## config.mk

```make
export PLATFORM = sky130hd
export DESIGN_NAME = hps_ext_sched_flat
export DESIGN_NICKNAME = d
export VERILOG_FILES = /design/src/rtl/hps_ext_sched_pkg.sv /design/src/rtl/hps_ext_sched_if.sv /design/src/rtl/hps_ext_sched_rr_arbiter.sv /design/src/rtl/hps_ext_sched.sv /design/src/flat_wrapper.sv
export SDC_FILE = /design/constraint.sdc
export NUM_CORES = 1
export LEC_CHECK = 0
export ABC_AREA = 1
export ABC_CLOCK_PERIOD_IN_PS = 3700
export BUFFER_PORTS_ARGS = -buffer_cell sky130_fd_sc_hd__buf_2
export CAP_MARGIN = 20
export CELL_PAD_IN_SITES_DETAIL_PLACEMENT = 1
export CELL_PAD_IN_SITES_GLOBAL_PLACEMENT = 1
export CORE_ASPECT_RATIO = 1.1
export CORE_UTILIZATION = 25
export CTS_CLUSTER_SIZE = 24
export DETAILED_ROUTE_END_ITERATION = 10
export MAX_ROUTING_LAYER = met4
export PLACE_DENSITY_LB_ADDON = 0.1
export SYNTH_ARGS = -nofsm -noshare
export SYNTH_HDL_FRONTEND = slang
export SYNTH_SLANG_ARGS = --single-unit
```

## constraint.sdc

```tcl
create_clock -name clk_sys -period 3.7 [get_ports clk_sys]
set_input_delay 0.555 -clock clk_sys [delete_from_list [all_inputs] [get_ports clk_sys]]
set_output_delay 0.555 -clock clk_sys [all_outputs]
set_load 0.005 [all_outputs]
```

## src/rtl/hps_ext_sched_pkg.sv

```systemverilog
// hps_ext_pkg: shared types and helpers for the HPS extension-channel scheduler.
//   state_t       : scheduler FSM states
//   DONE_PAGE_DEF : default ext_addr[15:8] page whose write retires a grant
//   EXT_REQ_VALID : bit of ext_req that marks the advertised index as valid
//   rr_pick()     : round-robin first-set finder over an 8-bit request vector
package hps_ext_pkg;

  typedef enum logic [1:0] {
    IDLE    = 2'd0,
    GRANT   = 2'd1,
    ACTIVE  = 2'd2,
    RELEASE = 2'd3
  } state_t;

  localparam logic [7:0] DONE_PAGE_DEF = 8'hFE;
  localparam int         EXT_REQ_VALID = 7;

  // First set bit of req at or after ptr, wrapping at 8. Request bits at or
  // above the real device count are always zero, so wrapping at 8 gives the
  // same order as wrapping at the device count. Returns ptr when req is empty.
  function automatic logic [2:0] rr_pick(input logic [7:0] req, input logic [2:0] ptr);
    logic [2:0] k;
    logic       found;
    rr_pick = ptr;
    found   = 1'b0;
    for (int i = 0; i < 8; i++) begin
      k = ptr + 3'(i);
      if (!found && req[k]) begin
        rr_pick = k;
        found   = 1'b1;
      end
    end
  endfunction

endpackage

```

## src/rtl/hps_ext_sched_if.sv

```systemverilog
// hps_ext_if: HPS side of the extension transfer channel.
//   addr[15:8] page (device index or done page), addr[7:0] offset
//   rd / wr    one-cycle access strobes from the HPS
//   dout       HPS write data,  din  read data back to the HPS
//   req        {valid, 4'b0, idx[2:0]} advertising the granted device
// Handshake: devices hold a level request until the scheduler pulses their
// ack (or drop it to cancel); the HPS learns the granted device from req and
// retires it by writing the device index to the done page.
// Modports: master = HPS (drives addr/rd/wr/dout), slave = scheduler.
interface hps_ext_if;
  logic [15:0] addr;
  logic        rd;
  logic        wr;
  logic [15:0] dout;
  logic [15:0] din;
  logic [7:0]  req;

  modport master (output addr, rd, wr, dout, input din, req);
  modport slave  (input addr, rd, wr, dout, output din, req);
endinterface

```

## src/rtl/hps_ext_sched_rr_arbiter.sv

```systemverilog
// rr_arbiter: round-robin first-set finder with its own pointer register.
//   clk_sys, reset_n : clock, synchronous active-low reset (pointer -> 0)
//   req              : per-device level requests
//   load, last       : on load, pointer moves to last+1 (wrapping at NREQ)
//   pick             : first requester at or after the pointer
//   any              : at least one request pending
module rr_arbiter
  import hps_ext_pkg::*;
#(
  parameter int NREQ = 4
) (
  input  logic            clk_sys,
  input  logic            reset_n,
  input  logic [NREQ-1:0] req,
  input  logic            load,
  input  logic [2:0]      last,
  output logic [2:0]      pick,
  output logic            any
);

  logic [2:0] ptr;
  logic [7:0] req8;

  always_ff @(posedge clk_sys) begin
    if (!reset_n) begin
      ptr <= 3'd0;
    end else if (load) begin
      ptr <= (last == 3'(NREQ - 1)) ? 3'd0 : last + 3'd1;
    end
  end

  always_comb begin
    req8             = '0;
    req8[NREQ-1:0]   = req;
    pick             = rr_pick(req8, ptr);
    any              = |req;
  end

endmodule

```

## src/rtl/hps_ext_sched.sv

```systemverilog
// hps_ext_sched: shares the HPS extension channel between up to 8 devices.
// Grants round-robin, advertises the grant on ext.req, routes HPS accesses on
// the granted device's page to that device only, and retires the grant on a
// done-page write carrying the device index (or on cancel / timeout).
// Ports:
//   clk_sys, reset_n    clock, synchronous active-low reset
//   dev_req/ack/err/gnt per-device request, ack pulse, timeout-error pulse, grant
//   dev_addr/wdata      ext.addr[7:0] / ext.dout passthrough
//   dev_rd/dev_wr       HPS strobes gated to the granted device
//   dev_rdata           per-device read data, device i at [16i+15:16i]
//   ext                 HPS channel (hps_ext_if.slave)
//   dbg_state           current FSM state
// Build option: define HPS_SCHED_TIMEOUT_EN to add the inactivity timeout
// (TMO_W-bit counter); without it dev_err stays 0 and grants never time out.
module hps_ext_sched
  import hps_ext_pkg::*;
#(
  parameter int         NREQ      = 4,
  parameter logic [7:0] DONE_PAGE = DONE_PAGE_DEF,
  parameter int         TMO_W     = 24
) (
  input  logic             clk_sys,
  input  logic             reset_n,
  input  logic [NREQ-1:0]  dev_req,
  output logic [NREQ-1:0]  dev_ack,
  output logic             dev_err,
  output logic [NREQ-1:0]  dev_gnt,
  output logic [7:0]       dev_addr,
  output logic [15:0]      dev_wdata,
  output logic             dev_rd,
  output logic             dev_wr,
  input  logic [NREQ*16-1:0] dev_rdata,
  hps_ext_if.slave         ext,
  output state_t           dbg_state
);

  state_t       state, state_nxt;
  logic [2:0]   idx;
  logic [2:0]   pick;
  logic         req_any;
  logic         ack_q, ack_nxt;
  logic         err_q, err_nxt;
  logic         active, page_hit, done, cancel, tmo_exp;
  logic [7:0]   req8;
  logic [127:0] rdata8;

  rr_arbiter #(.NREQ(NREQ)) u_arb (
    .clk_sys (clk_sys),
    .reset_n (reset_n),
    .req     (dev_req),
    .load    (state == RELEASE),
    .last    (idx),
    .pick    (pick),
    .any     (req_any)
  );

  // Zero-padded copies so a 3-bit index selects without range issues.
  always_comb begin
    req8               = '0;
    req8[NREQ-1:0]     = dev_req;
    rdata8             = '0;
    rdata8[NREQ*16-1:0] = dev_rdata;
  end

  assign active   = (state == ACTIVE);
  assign page_hit = (ext.addr[15:8] == {5'b00000, idx});
  assign done     = active & ext.wr & (ext.addr[15:8] == DONE_PAGE) & (ext.dout[2:0] == idx);
  assign cancel   = active & ~req8[idx];

  // State register. The pick is captured on the IDLE->GRANT edge so idx is
  // stable for the whole GRANT cycle and the grant that follows.
  always_ff @(posedge clk_sys) begin
    if (!reset_n) begin
      state <= IDLE;
      idx   <= 3'd0;
      ack_q <= 1'b0;
      err_q <= 1'b0;
    end else begin
      state <= state_nxt;
      ack_q <= ack_nxt;
      err_q <= err_nxt;
      if (state == IDLE && req_any) idx <= pick;
    end
  end

  // Next state. Done outranks cancel and timeout in the same cycle.
  always_comb begin
    state_nxt = state;
    ack_nxt   = 1'b0;
    err_nxt   = 1'b0;
    case (state)
      IDLE:    if (req_any) state_nxt = GRANT;
      GRANT:   state_nxt = ACTIVE;
      ACTIVE: begin
        if (done) begin
          state_nxt = RELEASE;
          ack_nxt   = 1'b1;
        end else if (cancel) begin
          state_nxt = RELEASE;
        end else if (tmo_exp) begin
          state_nxt = RELEASE;
          ack_nxt   = 1'b1;
          err_nxt   = 1'b1;
        end
      end
      RELEASE: state_nxt = IDLE;
      default: state_nxt = IDLE;
    endcase
  end

  // Outputs and routing.
  always_comb begin
    ext.req = 8'h00;
    if (active) begin
      ext.req[2:0]           = idx;
      ext.req[EXT_REQ_VALID] = 1'b1;
    end
    dev_gnt   = active ? (NREQ'(1) << idx) : '0;
    dev_ack   = ack_q  ? (NREQ'(1) << idx) : '0;
    dev_err   = err_q;
    dev_addr  = ext.addr[7:0];
    dev_wdata = ext.dout;
    dev_rd    = ext.rd & active & page_hit;
    dev_wr    = ext.wr & active & page_hit;
    ext.din   = (active & page_hit) ? rdata8[{idx, 4'b0000} +: 16] : 16'h0000;
    dbg_state = state;
  end

`ifdef HPS_SCHED_TIMEOUT_EN
  localparam logic [TMO_W-1:0] TMO_LAST = ~(TMO_W'(1));

  logic [TMO_W-1:0] tmo;
  logic             routed;

  assign routed = dev_rd | dev_wr;

  always_ff @(posedge clk_sys) begin
    if (!reset_n) begin
      tmo <= '0;
    end else if (state == GRANT) begin
      tmo <= '0;
    end else if (active) begin
      tmo <= routed ? '0 : tmo + TMO_W'(1);
    end
  end

  // The counter reaches all-ones at the end of this cycle: the grant expires
  // now, so the ack/err pulse lands right after the last counted cycle.
  assign tmo_exp = active & ~routed & (tmo == TMO_LAST);
`else
  assign tmo_exp = 1'b0;
`endif

endmodule

```

## src/flat_wrapper.sv

```systemverilog
// flat-port wrapper written by rule: the top's interface ports become plain ports
module hps_ext_sched_flat import hps_ext_pkg::*;
#(
  parameter int         NREQ      = 4,
  parameter logic [7:0] DONE_PAGE = DONE_PAGE_DEF,
  parameter int         TMO_W     = 24
)
  (clk_sys, reset_n, dev_req, dev_ack, dev_err, dev_gnt, dev_addr, dev_wdata, dev_rd, dev_wr, dev_rdata, dbg_state, ext_addr, ext_rd, ext_wr, ext_dout, ext_din, ext_req);
  hps_ext_if ext_i ();
  input  logic clk_sys;
  input  logic reset_n;
  input  logic [NREQ-1:0] dev_req;
  output logic [NREQ-1:0] dev_ack;
  output logic dev_err;
  output logic [NREQ-1:0] dev_gnt;
  output logic [7:0] dev_addr;
  output logic [15:0] dev_wdata;
  output logic dev_rd;
  output logic dev_wr;
  input  logic [NREQ*16-1:0] dev_rdata;
  output state_t dbg_state;
  input wire logic [$bits(ext_i.addr)-1:0] ext_addr;
  input wire logic [$bits(ext_i.rd)-1:0] ext_rd;
  input wire logic [$bits(ext_i.wr)-1:0] ext_wr;
  input wire logic [$bits(ext_i.dout)-1:0] ext_dout;
  output wire logic [$bits(ext_i.din)-1:0] ext_din;
  output wire logic [$bits(ext_i.req)-1:0] ext_req;
  assign ext_i.addr = ext_addr;
  assign ext_i.rd = ext_rd;
  assign ext_i.wr = ext_wr;
  assign ext_i.dout = ext_dout;
  assign ext_din = ext_i.din;
  assign ext_req = ext_i.req;
  hps_ext_sched #(.NREQ(NREQ), .DONE_PAGE(DONE_PAGE), .TMO_W(TMO_W)) u_core (.clk_sys(clk_sys), .reset_n(reset_n), .dev_req(dev_req), .dev_ack(dev_ack), .dev_err(dev_err), .dev_gnt(dev_gnt), .dev_addr(dev_addr), .dev_wdata(dev_wdata), .dev_rd(dev_rd), .dev_wr(dev_wr), .dev_rdata(dev_rdata), .ext(ext_i), .dbg_state(dbg_state));
endmodule
```

==> qor.yml <==
numClockSinks: 9
viasPerCell: 4.76
endpoint_kind: "output pin"
cts_setup_buffers: 0
cts-hold-fix-buffers: 0
numCtsBuffers: 3
reg2reg_slack_ns: 1.34
ys_ff_latch: 9
vias: 2392
netlist_top_cells_area: "nor2_1 (18%), buf_4 (12%), o21ai_0 (10%)"
drt-total-wl_mm: 6.96
io_buffers: 117
drv_slew: 0
post_drt_wl_per_cell_um: 13.9
drt_pass1_iterations: 7
synth.yosys.seq_area_share_pct: 9.65
die_width_um: 84.4
yosysWarnings: 0
worstPathMaxFanout: 16
cp.required_ns: 3.14
antenna_found_initial: 0
irDropWorstVdd_uv: 271
layout_min_cycle_time_ns: 2.91
h-tree-depth: 1
fill_cells: 1016
grt_pass1_wl_mm: 11.5
slew_headroom_pct: 48.5
cts_tree: "yes"
grt_max_degree: 41
drc: 16
synthDistinctLibCells: 33
routabilityCongestion: 0.795
syn_to_final_growth_pct: 25.6
setup_viol: 0
hp-class: "flop to flop"
power_mw: 1.15
drtIter0Drc: 97
fmax_mhz: 343
powerDensity_nw_per_um2: 489
setup_ws_ns: 0.786
fin_crit_sh_pct: 78.7
clock_tree.buffer_depth: 2
clk_pin_slew_ns: 0.05
rsz0062_at_grt: "no"
drive_above_1_share_pct: 34.3
grt.overflow.total: 0
ant_nets: 0
netlist_area_sq_um: 1870
syn_inst: 334
cts_root_buf: "clkbuf_8"
violations: "DRC"
die-area_sq_um: 7820
post-place-ws_ns: 1.05
rows: 32
fp.dieH_um: 92.7
worstSkewPairLatency_ns: 0.23
syn_area_per_cell_sq_um: 5.59
mostFrequentLayoutCells: "buf_2 (117), nor2_1 (90), o21ai_0 (39), nand2_1 (34), inv_1 (25)"
hpwl_mm: 5.63
status: "complete, but fails checks"
num_io_pins: 165
crit_type: "flop to output pin"
maxCapViolCount: 0
synth_top_cell_area_share_pct: 18.1
cts_resized: 0
arrival_ns: 2.36
power_leakage_nw: 1.28
worst_pin_slew_ns: 0.772
hold_viol: 0
hold_ws_ns: 0.533
antenna_cells: 0
grt_pass1_vias: 2378
start_util_pct: 26.2
critPathLaunchType: "flop"
mostFrequentLayoutCell: "buf_2"
grt_use_total_pct: 18.3
nets: 532
setup_tns_ns: 0
fin_skew_ns: 0.00366
coreArea_sq_um: 7130
yosys.area.top_type: "nor2_1"
-- synth_stat cells (all sizes together) --
| library cell | instances |
|---|---|
| dfxtp | 9 |
| buf | 38 |
| nand4 | 6 |
| conb | 1 |
| nor3 | 2 |
| inv | 31 |
| nor2 | 93 |
| a31oi | 1 |
| or2 | 2 |
| nand3 | 22 |
| o21ai | 41 |
| clkbuf | 6 |
| nand2 | 37 |
| a211oi | 1 |
| o22ai | 2 |
| a21oi | 25 |
| ha | 10 |
| xnor2 | 2 |
| xor2 | 1 |
| nor4 | 3 |
| o31ai | 1 |
-- cell families (layout without fill, tap and decap cells) --
logic type | Yosys count | count (layout) | share of synthesized area [%]
other cells | 1 | 5 | 0.201
xor+xnor | 3 | 3 | 1.41
flops | 9 | 9 | 9.64
simple gates | 165 | 165 | 40.7
compound gates | 71 | 71 | 19.7
fa+ha+maj | 10 | 10 | 6.70
buf+inv | 75 | 154 | 21.7
-- layout make-up --
cell class	count	area (sq um)	area share (%)
Inverter	31	116	4.96
Timing Repair Buffer	119	601	25.6
Multi-Input combinational cell	254	1300	55.3
Clock buffer	4	45.0	1.92
Tap cell	85	106	4.53
Sequential cell	9	180	7.68
-- worst max-delay path, cell delays in order (launching register included) --
cell      delay, ns
dfxtp_1        0.32
inv_1          0.11
ha_1           0.33
inv_2          0.09
a211oi_1       0.23
nand4_1        0.17
or2_1          0.48
a21oi_1        0.24
buf_2          0.14
-- power by group --
group          internal (mW)  switching [mW]
clock                 0.0752          0.0401
combinational          0.294           0.553
sequential             0.123          0.0607
-- registers in the layout, summed over array words and instances, names as in the netlist --
name and cells:
u_core.dbg_state 2, u_core.ack_q 1, u_core.u_arb.ptr 3, u_core.idx 3
-- layer usage --
metal	up-vias	GRT usage (%)	share of wire [%]
met5	-	-	0
met4	0	1.13	0.55
met3	6	2.67	6.7
met2	89	32.9	49
met1	1086	22.8	44
li1	1211	-	-
-- through the flow --
stage,instances,utilization (%),area (sq um)
2_1_floorplan,338,-,1880
3_3_place_gp,498,32.3,2300
3_5_place_dp,498,32.3,2300
4_1_cts,502,32.9,2350
5_1_grt,502,32.9,2350
6_report,502,32.9,2350
-- path summary, 6_finish.rpt --
path,cells after the start,to,from
setup / recovery,8,ext_din[6],u_core.dbg_state[0]
hold / removal,2,u_core.u_arb.ptr[2],u_core.idx[2]
setup reg to reg,14,u_core.idx[0],u_core.u_arb.ptr[1]
hold reg to reg,2,u_core.u_arb.ptr[2],u_core.idx[2]
No activity file was read; power rests on OpenSTA's default activity.
